### config.mk
export PLATFORM = sky130hd
export DESIGN_NAME = valve_driver_pwm_flat
export DESIGN_NICKNAME = d
export VERILOG_FILES = /design/src/rtl/valve_driver_pwm_if.sv /design/src/rtl/valve_driver_pwm.sv /design/src/flat_wrapper.sv
export SDC_FILE = /design/constraint.sdc
export NUM_CORES = 1
export LEC_CHECK = 0
export BUFFER_PORTS_ARGS = -buffer_cell sky130_fd_sc_hd__buf_2
export CAP_MARGIN = 5
export CORE_ASPECT_RATIO = 1.25
export CORE_MARGIN = 4
export CORE_UTILIZATION = 50
export CTS_BUF_LIST = sky130_fd_sc_hd__clkbuf_8
export CTS_CLUSTER_DIAMETER = 80
export DETAILED_ROUTE_END_ITERATION = 10
export PLACE_DENSITY = 0.72
export SETUP_SLACK_MARGIN = 0.3
export SLEW_MARGIN = 20
export SYNTH_ARGS = -nofsm -noshare
export SYNTH_HDL_FRONTEND = slang
export SYNTH_SLANG_ARGS = --single-unit
### constraint.sdc
create_clock -name sys_clk -period 12.5 [get_ports sys_clk]
set_clock_uncertainty 0.2 [all_clocks]
set_input_delay 2.5 -clock sys_clk [delete_from_list [all_inputs] [get_ports sys_clk]]
set_output_delay 2.5 -clock sys_clk [all_outputs]
set_load 0.02 [all_outputs]
### src/rtl/valve_driver_pwm_if.sv
// Board-side bundle for the valve driver: serial frame input lines plus the
// per-channel drive enables and status outputs.
interface valve_driver_pwm_if #(
  parameter int unsigned CHANNEL_NUM = 48
);
  logic                   line_sclk;
  logic                   line_sen;
  logic                   line_sdata;
  logic [CHANNEL_NUM-1:0] signal_high_voltage;
  logic [CHANNEL_NUM-1:0] signal_low_voltage;
  logic                   frame_ok;
  logic                   frame_err;
  logic                   fault;
  logic [15:0]            frame_cnt;

  // Frame source / observer side.
  modport master (
    output line_sclk, line_sen, line_sdata,
    input  signal_high_voltage, signal_low_voltage, frame_ok, frame_err, fault, frame_cnt
  );

  // Driver side.
  modport slave (
    input  line_sclk, line_sen, line_sdata,
    output signal_high_voltage, signal_low_voltage, frame_ok, frame_err, fault, frame_cnt
  );
endinterface

### src/rtl/valve_driver_pwm.sv
// Valve board driver: glitch-filtered serial frame receiver, high-voltage kick on newly
// opened channels, PWM'd low-voltage hold, and overrun/watchdog shutdown.
module valve_driver_pwm #(
  parameter int unsigned CHANNEL_NUM  = 48,
  parameter int unsigned PARITY_EN    = 1,
  parameter int unsigned FILTER_DEPTH = 5,
  parameter int unsigned HV_TIME      = 4000,
  parameter int unsigned TIMEOUT      = 20000000,
  parameter int unsigned PWM_PERIOD   = 200,
  parameter int unsigned PWM_DUTY     = 200
) (
  input logic               sys_clk,
  input logic               rst,
  valve_driver_pwm_if.slave bus
);
  localparam int unsigned NB   = CHANNEL_NUM + PARITY_EN;  // bits in a valid frame
  localparam int unsigned CntW = $clog2(NB + 2);
  localparam int unsigned HvW  = (HV_TIME > 0) ? $clog2(HV_TIME + 1) : 1;
  localparam int unsigned WdW  = (TIMEOUT > 0) ? $clog2(TIMEOUT + 1) : 1;
  localparam int unsigned PwmW = (PWM_PERIOD > 1) ? $clog2(PWM_PERIOD) : 1;

  localparam logic [CntW-1:0] NbC      = CntW'(NB);
  localparam logic [CntW-1:0] CntMaxC  = CntW'(NB + 1);
  localparam logic [HvW-1:0]  HvLoadC  = HvW'(HV_TIME);
  localparam logic [WdW-1:0]  TmoC     = WdW'(TIMEOUT);
  localparam logic [PwmW-1:0] PwmLastC = PwmW'(PWM_PERIOD - 1);
  localparam logic [PwmW-1:0] PwmDutyC = PwmW'(PWM_DUTY);
  localparam bit              PwmFull  = (PWM_DUTY >= PWM_PERIOD);

  // Oldest sample low, FILTER_DEPTH newer samples high.
  localparam logic [FILTER_DEPTH:0] RisePat = {1'b0, {FILTER_DEPTH{1'b1}}};
  localparam logic [FILTER_DEPTH:0] FallPat = {1'b1, {FILTER_DEPTH{1'b0}}};

  logic [FILTER_DEPTH:0]  sclk_hist_q, sclk_hist_d, sen_hist_q, sen_hist_d;
  logic [FILTER_DEPTH:0]  sdata_hist_q, sdata_hist_d;
  logic                   sen_flt_q, sen_flt_d;
  logic [NB-1:0]          rx_bits_q, rx_bits_d;
  logic [CntW-1:0]        rx_cnt_q, rx_cnt_d;
  logic [CHANNEL_NUM-1:0] cur_q, cur_d, prev_q, prev_d;
  logic [CHANNEL_NUM-1:0] hv_out_q, hv_out_d, lv_out_q, lv_out_d;
  logic [HvW-1:0]         hv_q, hv_d;
  logic [WdW-1:0]         wd_q, wd_d;
  logic [PwmW-1:0]        pwm_q, pwm_d;
  logic [15:0]            frame_cnt_q, frame_cnt_d;
  logic                   ok_q, ok_d, err_q, err_d, ovr_q, ovr_d;

  logic sclk_rise, sen_rise, sen_fall, sdata_flt, wd_fault, fault_act;
  logic len_ok, par_ok, frame_end, accept, reject, bit_strobe, pwm_on, hv_win;
  logic [CHANNEL_NUM-1:0] hv_mask;

  assign sclk_rise  = (sclk_hist_q == RisePat);
  assign sen_rise   = (sen_hist_q == RisePat);
  assign sen_fall   = (sen_hist_q == FallPat);
  assign sdata_flt  = sdata_hist_q[FILTER_DEPTH];
  assign wd_fault   = (wd_q == TmoC);
  assign fault_act  = ovr_q | wd_fault;
  assign len_ok     = (rx_cnt_q == NbC);
  assign par_ok     = (PARITY_EN == 0) || !(^rx_bits_q);
  assign frame_end  = sen_fall && !fault_act;
  assign accept     = frame_end && len_ok && par_ok;
  assign reject     = frame_end && !(len_ok && par_ok);
  // An sclk edge coinciding with the frame end is dropped.
  assign bit_strobe = sen_flt_q && sclk_rise && !sen_fall && !fault_act;
  assign hv_win     = (hv_q != '0);
  assign hv_mask    = prev_q & ~cur_q;
  assign pwm_on     = PwmFull || (pwm_q < PwmDutyC);

  // Input history shift (newest at bit 0) and filtered sen level.
  always_comb begin
    sclk_hist_d  = {sclk_hist_q[FILTER_DEPTH-1:0], bus.line_sclk};
    sen_hist_d   = {sen_hist_q[FILTER_DEPTH-1:0], bus.line_sen};
    sdata_hist_d = {sdata_hist_q[FILTER_DEPTH-1:0], bus.line_sdata};
    sen_flt_d    = sen_flt_q;
    if (sen_rise) begin
      sen_flt_d = 1'b1;
    end else if (sen_fall) begin
      sen_flt_d = 1'b0;
    end
  end

  // Bit reception, overrun detection and watchdog counting.
  always_comb begin
    rx_bits_d = rx_bits_q;
    rx_cnt_d  = rx_cnt_q;
    ovr_d     = ovr_q;
    wd_d      = wd_q;
    if (fault_act || sen_fall) begin
      rx_cnt_d = '0;
    end else if (bit_strobe) begin
      for (int unsigned k = 0; k < NB; k++) begin
        if (rx_cnt_q == CntW'(k)) begin
          rx_bits_d[k] = sdata_flt;
        end
      end
      if (rx_cnt_q != CntMaxC) begin
        rx_cnt_d = rx_cnt_q + 1'b1;
      end
    end
    if (sen_rise) begin
      ovr_d = 1'b0;
    end else if (sen_flt_q && (rx_cnt_q > NbC)) begin
      ovr_d = 1'b1;
    end
    if (sclk_rise) begin
      wd_d = '0;
    end else if (!wd_fault) begin
      wd_d = wd_q + 1'b1;
    end
  end

  // Frame registers, HV timer, status pulses and frame counter.
  always_comb begin
    cur_d       = cur_q;
    prev_d      = prev_q;
    hv_d        = hv_q;
    frame_cnt_d = frame_cnt_q;
    ok_d        = 1'b0;
    err_d       = 1'b0;
    if (fault_act) begin
      cur_d  = '1;
      prev_d = '1;
      hv_d   = '0;
    end else begin
      if (hv_win) begin
        hv_d = hv_q - 1'b1;
      end
      if (accept) begin
        prev_d      = cur_q;
        cur_d       = rx_bits_q[CHANNEL_NUM-1:0];
        frame_cnt_d = frame_cnt_q + 16'd1;
        hv_d        = HvLoadC;
        ok_d        = 1'b1;
      end
      err_d = reject;
    end
  end

  // PWM phase (restarted when the HV window closes) and registered drive outputs.
  always_comb begin
    pwm_d = (pwm_q == PwmLastC) ? '0 : pwm_q + 1'b1;
    if (hv_win && (hv_d == '0)) begin
      pwm_d = '0;
    end
    if (fault_act) begin
      hv_out_d = '1;
      lv_out_d = '1;
    end else if (hv_win) begin
      hv_out_d = ~hv_mask;
      lv_out_d = cur_q;
    end else begin
      hv_out_d = '1;
      lv_out_d = cur_q | {CHANNEL_NUM{~pwm_on}};
    end
  end

  // State registers.
  always_ff @(posedge sys_clk or posedge rst) begin
    if (rst) begin
      sclk_hist_q  <= '0;
      sen_hist_q   <= '0;
      sdata_hist_q <= '0;
      sen_flt_q    <= 1'b0;
      rx_bits_q    <= '0;
      rx_cnt_q     <= '0;
      ovr_q        <= 1'b0;
      wd_q         <= '0;
      cur_q        <= '1;
      prev_q       <= '1;
      hv_q         <= '0;
      frame_cnt_q  <= '0;
      ok_q         <= 1'b0;
      err_q        <= 1'b0;
      pwm_q        <= '0;
      hv_out_q     <= '1;
      lv_out_q     <= '1;
    end else begin
      sclk_hist_q  <= sclk_hist_d;
      sen_hist_q   <= sen_hist_d;
      sdata_hist_q <= sdata_hist_d;
      sen_flt_q    <= sen_flt_d;
      rx_bits_q    <= rx_bits_d;
      rx_cnt_q     <= rx_cnt_d;
      ovr_q        <= ovr_d;
      wd_q         <= wd_d;
      cur_q        <= cur_d;
      prev_q       <= prev_d;
      hv_q         <= hv_d;
      frame_cnt_q  <= frame_cnt_d;
      ok_q         <= ok_d;
      err_q        <= err_d;
      pwm_q        <= pwm_d;
      hv_out_q     <= hv_out_d;
      lv_out_q     <= lv_out_d;
    end
  end

  assign bus.signal_high_voltage = hv_out_q;
  assign bus.signal_low_voltage  = lv_out_q;
  assign bus.frame_ok            = ok_q;
  assign bus.frame_err           = err_q;
  assign bus.fault               = fault_act;
  assign bus.frame_cnt           = frame_cnt_q;
endmodule

### src/flat_wrapper.sv
// flat-port wrapper written by rule: the top's interface ports become plain ports
module valve_driver_pwm_flat 
#(
  parameter int unsigned CHANNEL_NUM  = 48,
  parameter int unsigned PARITY_EN    = 1,
  parameter int unsigned FILTER_DEPTH = 5,
  parameter int unsigned HV_TIME      = 4000,
  parameter int unsigned TIMEOUT      = 20000000,
  parameter int unsigned PWM_PERIOD   = 200,
  parameter int unsigned PWM_DUTY     = 200
)
  (sys_clk, rst, bus_line_sclk, bus_line_sen, bus_line_sdata, bus_signal_high_voltage, bus_signal_low_voltage, bus_frame_ok, bus_frame_err, bus_fault, bus_frame_cnt);
  valve_driver_pwm_if #(.CHANNEL_NUM(CHANNEL_NUM)) bus_i ();
  input logic sys_clk;
  input logic rst;
  input wire logic [$bits(bus_i.line_sclk)-1:0] bus_line_sclk;
  input wire logic [$bits(bus_i.line_sen)-1:0] bus_line_sen;
  input wire logic [$bits(bus_i.line_sdata)-1:0] bus_line_sdata;
  output wire logic [$bits(bus_i.signal_high_voltage)-1:0] bus_signal_high_voltage;
  output wire logic [$bits(bus_i.signal_low_voltage)-1:0] bus_signal_low_voltage;
  output wire logic [$bits(bus_i.frame_ok)-1:0] bus_frame_ok;
  output wire logic [$bits(bus_i.frame_err)-1:0] bus_frame_err;
  output wire logic [$bits(bus_i.fault)-1:0] bus_fault;
  output wire logic [$bits(bus_i.frame_cnt)-1:0] bus_frame_cnt;
  assign bus_i.line_sclk = bus_line_sclk;
  assign bus_i.line_sen = bus_line_sen;
  assign bus_i.line_sdata = bus_line_sdata;
  assign bus_signal_high_voltage = bus_i.signal_high_voltage;
  assign bus_signal_low_voltage = bus_i.signal_low_voltage;
  assign bus_frame_ok = bus_i.frame_ok;
  assign bus_frame_err = bus_i.frame_err;
  assign bus_fault = bus_i.fault;
  assign bus_frame_cnt = bus_i.frame_cnt;
  valve_driver_pwm #(.CHANNEL_NUM(CHANNEL_NUM), .PARITY_EN(PARITY_EN), .FILTER_DEPTH(FILTER_DEPTH), .HV_TIME(HV_TIME), .TIMEOUT(TIMEOUT), .PWM_PERIOD(PWM_PERIOD), .PWM_DUTY(PWM_DUTY)) u_core (.sys_clk(sys_clk), .rst(rst), .bus(bus_i));
endmodule
==> flow_summary.html <==
<table>
<tr><th>Metric</th><th>Value</th></tr>
<tr><th colspan="2">Outcome</th></tr>
<tr><td>Status</td><td>complete, no violations</td></tr>
<tr><th colspan="2">Power</th></tr>
<tr><td>Standby leakage power</td><td>0.007156 uW</td></tr>
<tr><td>IR drop worst, VDD</td><td>0.00009828 V</td></tr>
<tr><td>Power Density</td><td>137.0 nW/um2</td></tr>
<tr><th colspan="2">Worst setup path</th></tr>
<tr><td>Highest fanout seen on the critical path</td><td>5</td></tr>
<tr><td>Slowest cell on the critical path</td><td>nor4_2</td></tr>
<tr><td>Worst path max stage delay</td><td>0.59 ns</td></tr>
<tr><td>Buffers and inverters on the worst path</td><td>2</td></tr>
<tr><td>Data arrival time of the worst path</td><td>2.39 ns</td></tr>
<tr><td>Critical Path Sink Type</td><td>output pin</td></tr>
<tr><td>Cell family with most CP delay</td><td>simple AND/OR/NAND/NOR gates</td></tr>
<tr><td>Critical path, cell by cell</td><td>nor4b_1 &gt; nand4_1 &gt; nor4_2 &gt; nor2_4 &gt; inv_2 &gt; buf_2</td></tr>
<tr><td>Path type of the worst setup path</td><td>reg2out</td></tr>
<tr><td>Kind of start point of the critical path</td><td>flip-flop</td></tr>
<tr><td>WP data required</td><td>9.80 ns</td></tr>
<tr><th colspan="2">Routing</th></tr>
<tr><td>Number of nets with antenna violations after routing</td><td>0</td></tr>
<tr><td>Post-DR vias/cell</td><td>5.505</td></tr>
<tr><td>Post-route DRC</td><td>0</td></tr>
<tr><td>First-pass iteration count of the detailed router</td><td>5</td></tr>
<tr><td>Total routed wirelength</td><td>28790 um</td></tr>
<tr><td>Post-detailed-route wirelength per cell</td><td>16.95 um</td></tr>
<tr><td>Violation count after the first detailed-routing iteration</td><td>580</td></tr>
<tr><td>Total via count after detailed routing</td><td>9353</td></tr>
<tr><th colspan="2">Clocking</th></tr>
<tr><td>Clock buffer count from CTS</td><td>49</td></tr>
<tr><td>TritonCTS clock tree</td><td>built</td></tr>
<tr><td>Maximum count of clock buffers along a single path</td><td>3</td></tr>
<tr><td>Clk sink count</td><td>322</td></tr>
<tr><td>Register clock-pin slew on the reported worst setup and hold paths</td><td>0.06 ns</td></tr>
<tr><td>CTS Root Cell</td><td>clkbuf_8</td></tr>
<tr><td>CTS Hold Bufs</td><td>0</td></tr>
<tr><td>Number of H-tree levels</td><td>2</td></tr>
<tr><td>Setup bufs post-CTS</td><td>0</td></tr>
<tr><td>Post-cts resize count</td><td>0</td></tr>
<tr><td>Worst-skew pair later-pin latency</td><td>0.57 ns</td></tr>
<tr><th colspan="2">Finish</th></tr>
<tr><td>Proportion of layout cells with a drive suffix above 1</td><td>38.04%</td></tr>
<tr><td>Growth of design area from synthesis to finish</td><td>14.70%</td></tr>
<tr><td>Fillers</td><td>2194</td></tr>
<tr><td>Commonest non-fill, non-tap cell in the layout</td><td>nand3_1</td></tr>
<tr><td>Highest-count cells in the layout ignoring fill and taps</td><td>nand3_1 (211), dfstp_2 (192), dfrtp_1 (130), buf_2 (119), o21ai_0 (99)</td></tr>
<tr><td>Final #Nets</td><td>1327</td></tr>
<tr><td>Register area</td><td>8298 um2</td></tr>
<tr><td>Multi-input logic area</td><td>4991 um2</td></tr>
<tr><td>Antenna Cells</td><td>0</td></tr>
<tr><th colspan="2">Logic synthesis</th></tr>
<tr><td>Register area share after synthesis</td><td>60.89%</td></tr>
<tr><td>Average cell area after synthesis</td><td>11.23 um2</td></tr>
<tr><td>Number of synthesized register bits</td><td>322</td></tr>
<tr><td>Cells after Synth</td><td>1214</td></tr>
<tr><td>Synth Net Count</td><td>1228</td></tr>
<tr><td>Share of flip-flops with an asynchronous set or reset</td><td>100.0%</td></tr>
<tr><td>Synthesis Warnings</td><td>0</td></tr>
<tr><td>Top FF cell, synth</td><td>dfstp_2</td></tr>
<tr><td>Number of flops mapped to enable cells by yosys</td><td>0</td></tr>
<tr><td>Mapped Area</td><td>13630 um2</td></tr>
<tr><td>Number of library cell types mapped by synthesis</td><td>44</td></tr>
<tr><th colspan="2">Global route</th></tr>
<tr><td>Maximum number of pins on one net before global-route repair</td><td>109</td></tr>
<tr><td>Antenna violations before repair</td><td>0</td></tr>
<tr><td>Leftover overflow at the end of global routing</td><td>0</td></tr>
<tr><td>Vias in the first global route</td><td>9321</td></tr>
<tr><td>Global Route Usage Sum</td><td>19.43%</td></tr>
<tr><td>First-pass GRT wire length</td><td>48170 um</td></tr>
<tr><th colspan="2">Die</th></tr>
<tr><td>Floorplan core area</td><td>26830 um2</td></tr>
<tr><td>Die Wd</td><td>155.7 um</td></tr>
<tr><td>Die extent in y</td><td>192.6 um</td></tr>
<tr><td>Num ports</td><td>120</td></tr>
<tr><td>Starting Density</td><td>50.80%</td></tr>
<tr><td>Rows</td><td>67</td></tr>
<tr><td>Floorplan die area</td><td>29980 um2</td></tr>
<tr><th colspan="2">Timing</th></tr>
<tr><td>Transition at the pin with the smallest max-transition slack</td><td>1.113 ns</td></tr>
<tr><td>Final critical-path share of the clock period</td><td>40.71%</td></tr>
<tr><td>Final hold violations</td><td>0</td></tr>
<tr><td>Number of setup violations in the final report</td><td>0</td></tr>
<tr><td>Achievable clock frequency</td><td>196.5 MHz</td></tr>
<tr><td>Worst slew slack as a fraction of its limit</td><td>25.82%</td></tr>
<tr><td>Max Transition Viols Final</td><td>0</td></tr>
<tr><td>Sum Neg Setup Slack</td><td>0 ns</td></tr>
<tr><td>RSZ-0062 raised after global routing</td><td>false</td></tr>
<tr><td>Post-layout minimum cycle time</td><td>5.089 ns</td></tr>
<tr><td>Setup slack of the critical path after layout</td><td>7.411 ns</td></tr>
<tr><th colspan="2">Run</th></tr>
<tr><td>Maxcap violations</td><td>0</td></tr>
<tr><th colspan="2">Placed design</th></tr>
<tr><td>Buffers on Ports</td><td>119</td></tr>
<tr><td>Dpl ws</td><td>7.210 ns</td></tr>
<tr><td>RePlAce Congestion</td><td>0.8686</td></tr>
<tr><td>Placed wire-length estimate</td><td>17460 um</td></tr>
<tr><th colspan="2">Min path</th></tr>
<tr><td>Worst hold path class</td><td>reg2reg</td></tr>
</table>
layout make-up:
type | count | share of cell area, %
Clock buffer | 65 | 5.723
Clock inverter | 27 | 1.625
Inverter | 12 | 0.3362
Multi-Input combinational cell | 797 | 31.93
Sequential cell | 322 | 53.09
Tap cell | 345 | 2.762
Timing Repair Buffer | 131 | 4.539
cells by family (layout without fill, tap and decap cells):
logic type,Yosys count,in the layout,synth area share (%)
AND/OR/NAND/NOR,525,525,20.25
multiplexers,52,52,4.278
flip-flops,322,322,60.89
XOR/XNOR,97,97,6.665
buffers and inverters,95,235,2.791
AO/OA/AOI/OAI,114,114,4.297
adder cells (fa/ha/maj),9,9,0.8263
flip-flops by register name, summed over array words and instances, names as in the netlist:
name	count
u_core.bus.frame_ok	1
u_core.sdata_hist_q	6
u_core.wd_q	25
u_core.rx_bits_q	49
u_core.bus.signal_high_voltage	48
u_core.rx_cnt_q	6
u_core.bus.signal_low_voltage	48
u_core.bus.frame_err	1
u_core.cur_q	48
u_core.sen_flt_q	1
u_core.prev_q	48
u_core.sen_hist_q	6
u_core.sclk_hist_q	6
u_core.bus.frame_cnt	16
u_core.hv_q	12
u_core.ovr_q	1
worst reg2reg max path, stage by stage (launching register included):
cell and delay [ns]:
dfrtp_1 0.42, nor4b_1 0.38, nand4_1 0.15, nor4_2 0.59, nor2_4 0.05, inv_2 0.07, buf_4 0.52, nor3_1 0.24
nand2_1 0.50, nor2_1 0.13, mux2_1 0.34
cells in the mapped netlist, types with 7 or more instances:
cell type	instances	area, um2
xor2_1	36	315.3
dfrtp_1	130	3253
and3_1	7	43.79
o21ai_0	99	495.5
clkbuf_1	61	229.0
nor4_1	13	81.33
xnor2_1	56	490.5
nand3_1	212	1061
nor3_1	12	60.06
a21oi_1	8	40.04
nand4_1	17	106.4
nand3b_1	50	375.4
ha_1	9	112.6
mux2_2	47	529.3
buf_2	13	65.06
nand2_1	42	157.7
or2_2	49	306.5
nor2_1	96	360.4
dfstp_2	192	5045
buf_1	8	30.03
inv_1	12	45.04
per-layer routing:
metal  part of all wire, %  vias up  GRT usage, %
met2                    49      256         31.77
met1                    43     4675         26.41
met3                   5.2       47         3.410
li1                      -     4375             -
met5                     0        -             0
met4                   2.3        0         6.703
final timing paths:
check	to	from	slack, ns	depth (start not counted)
worst max-delay path	bus_fault	u_core.wd_q[14]$_DFFE_PP0P_	7.41	6
worst min-delay path	u_core.sdata_hist_q[2]$_DFF_PP0_	u_core.sdata_hist_q[1]$_DFF_PP0_	0.15	0
worst max register to register	u_core.rx_bits_q[18]$_DFFE_PP0P_	u_core.wd_q[14]$_DFFE_PP0P_	8.79	10
worst min register to register	u_core.sdata_hist_q[2]$_DFF_PP0_	u_core.sdata_hist_q[1]$_DFF_PP0_	0.15	0
max in group asynchronous	u_core.rx_bits_q[38]$_DFFE_PP0P_	rst	8.18	4
min in group asynchronous	u_core.bus.frame_cnt[14]$_DFFE_PP0P_	rst	1.82	2
stage by stage:
stage | power (uW) | cell area (um2) | utilization (%) | cells | hold WS [ns]
finish | 2142 | 15630 | 58.27 | 1699 | 0.1481
global route | 2232 | 15630 | 58.27 | 1699 | 0.1605
floorplan | 1158 | 13630 | - | 1214 | 0.1312
detailed placement | 1184 | 14480 | 53.97 | 1607 | 0.1347
CTS | 2170 | 15630 | 58.26 | 1699 | 0.1483
global placement | 1180 | 14450 | 53.87 | 1606 | 0.1332
power breakdown:
group	switching (uW)	internal (uW)
Sequential	17.7	1060
Clock	404	571
Combinational	65.0	23.2
Note: power is estimated with default switching activity, not from simulation.
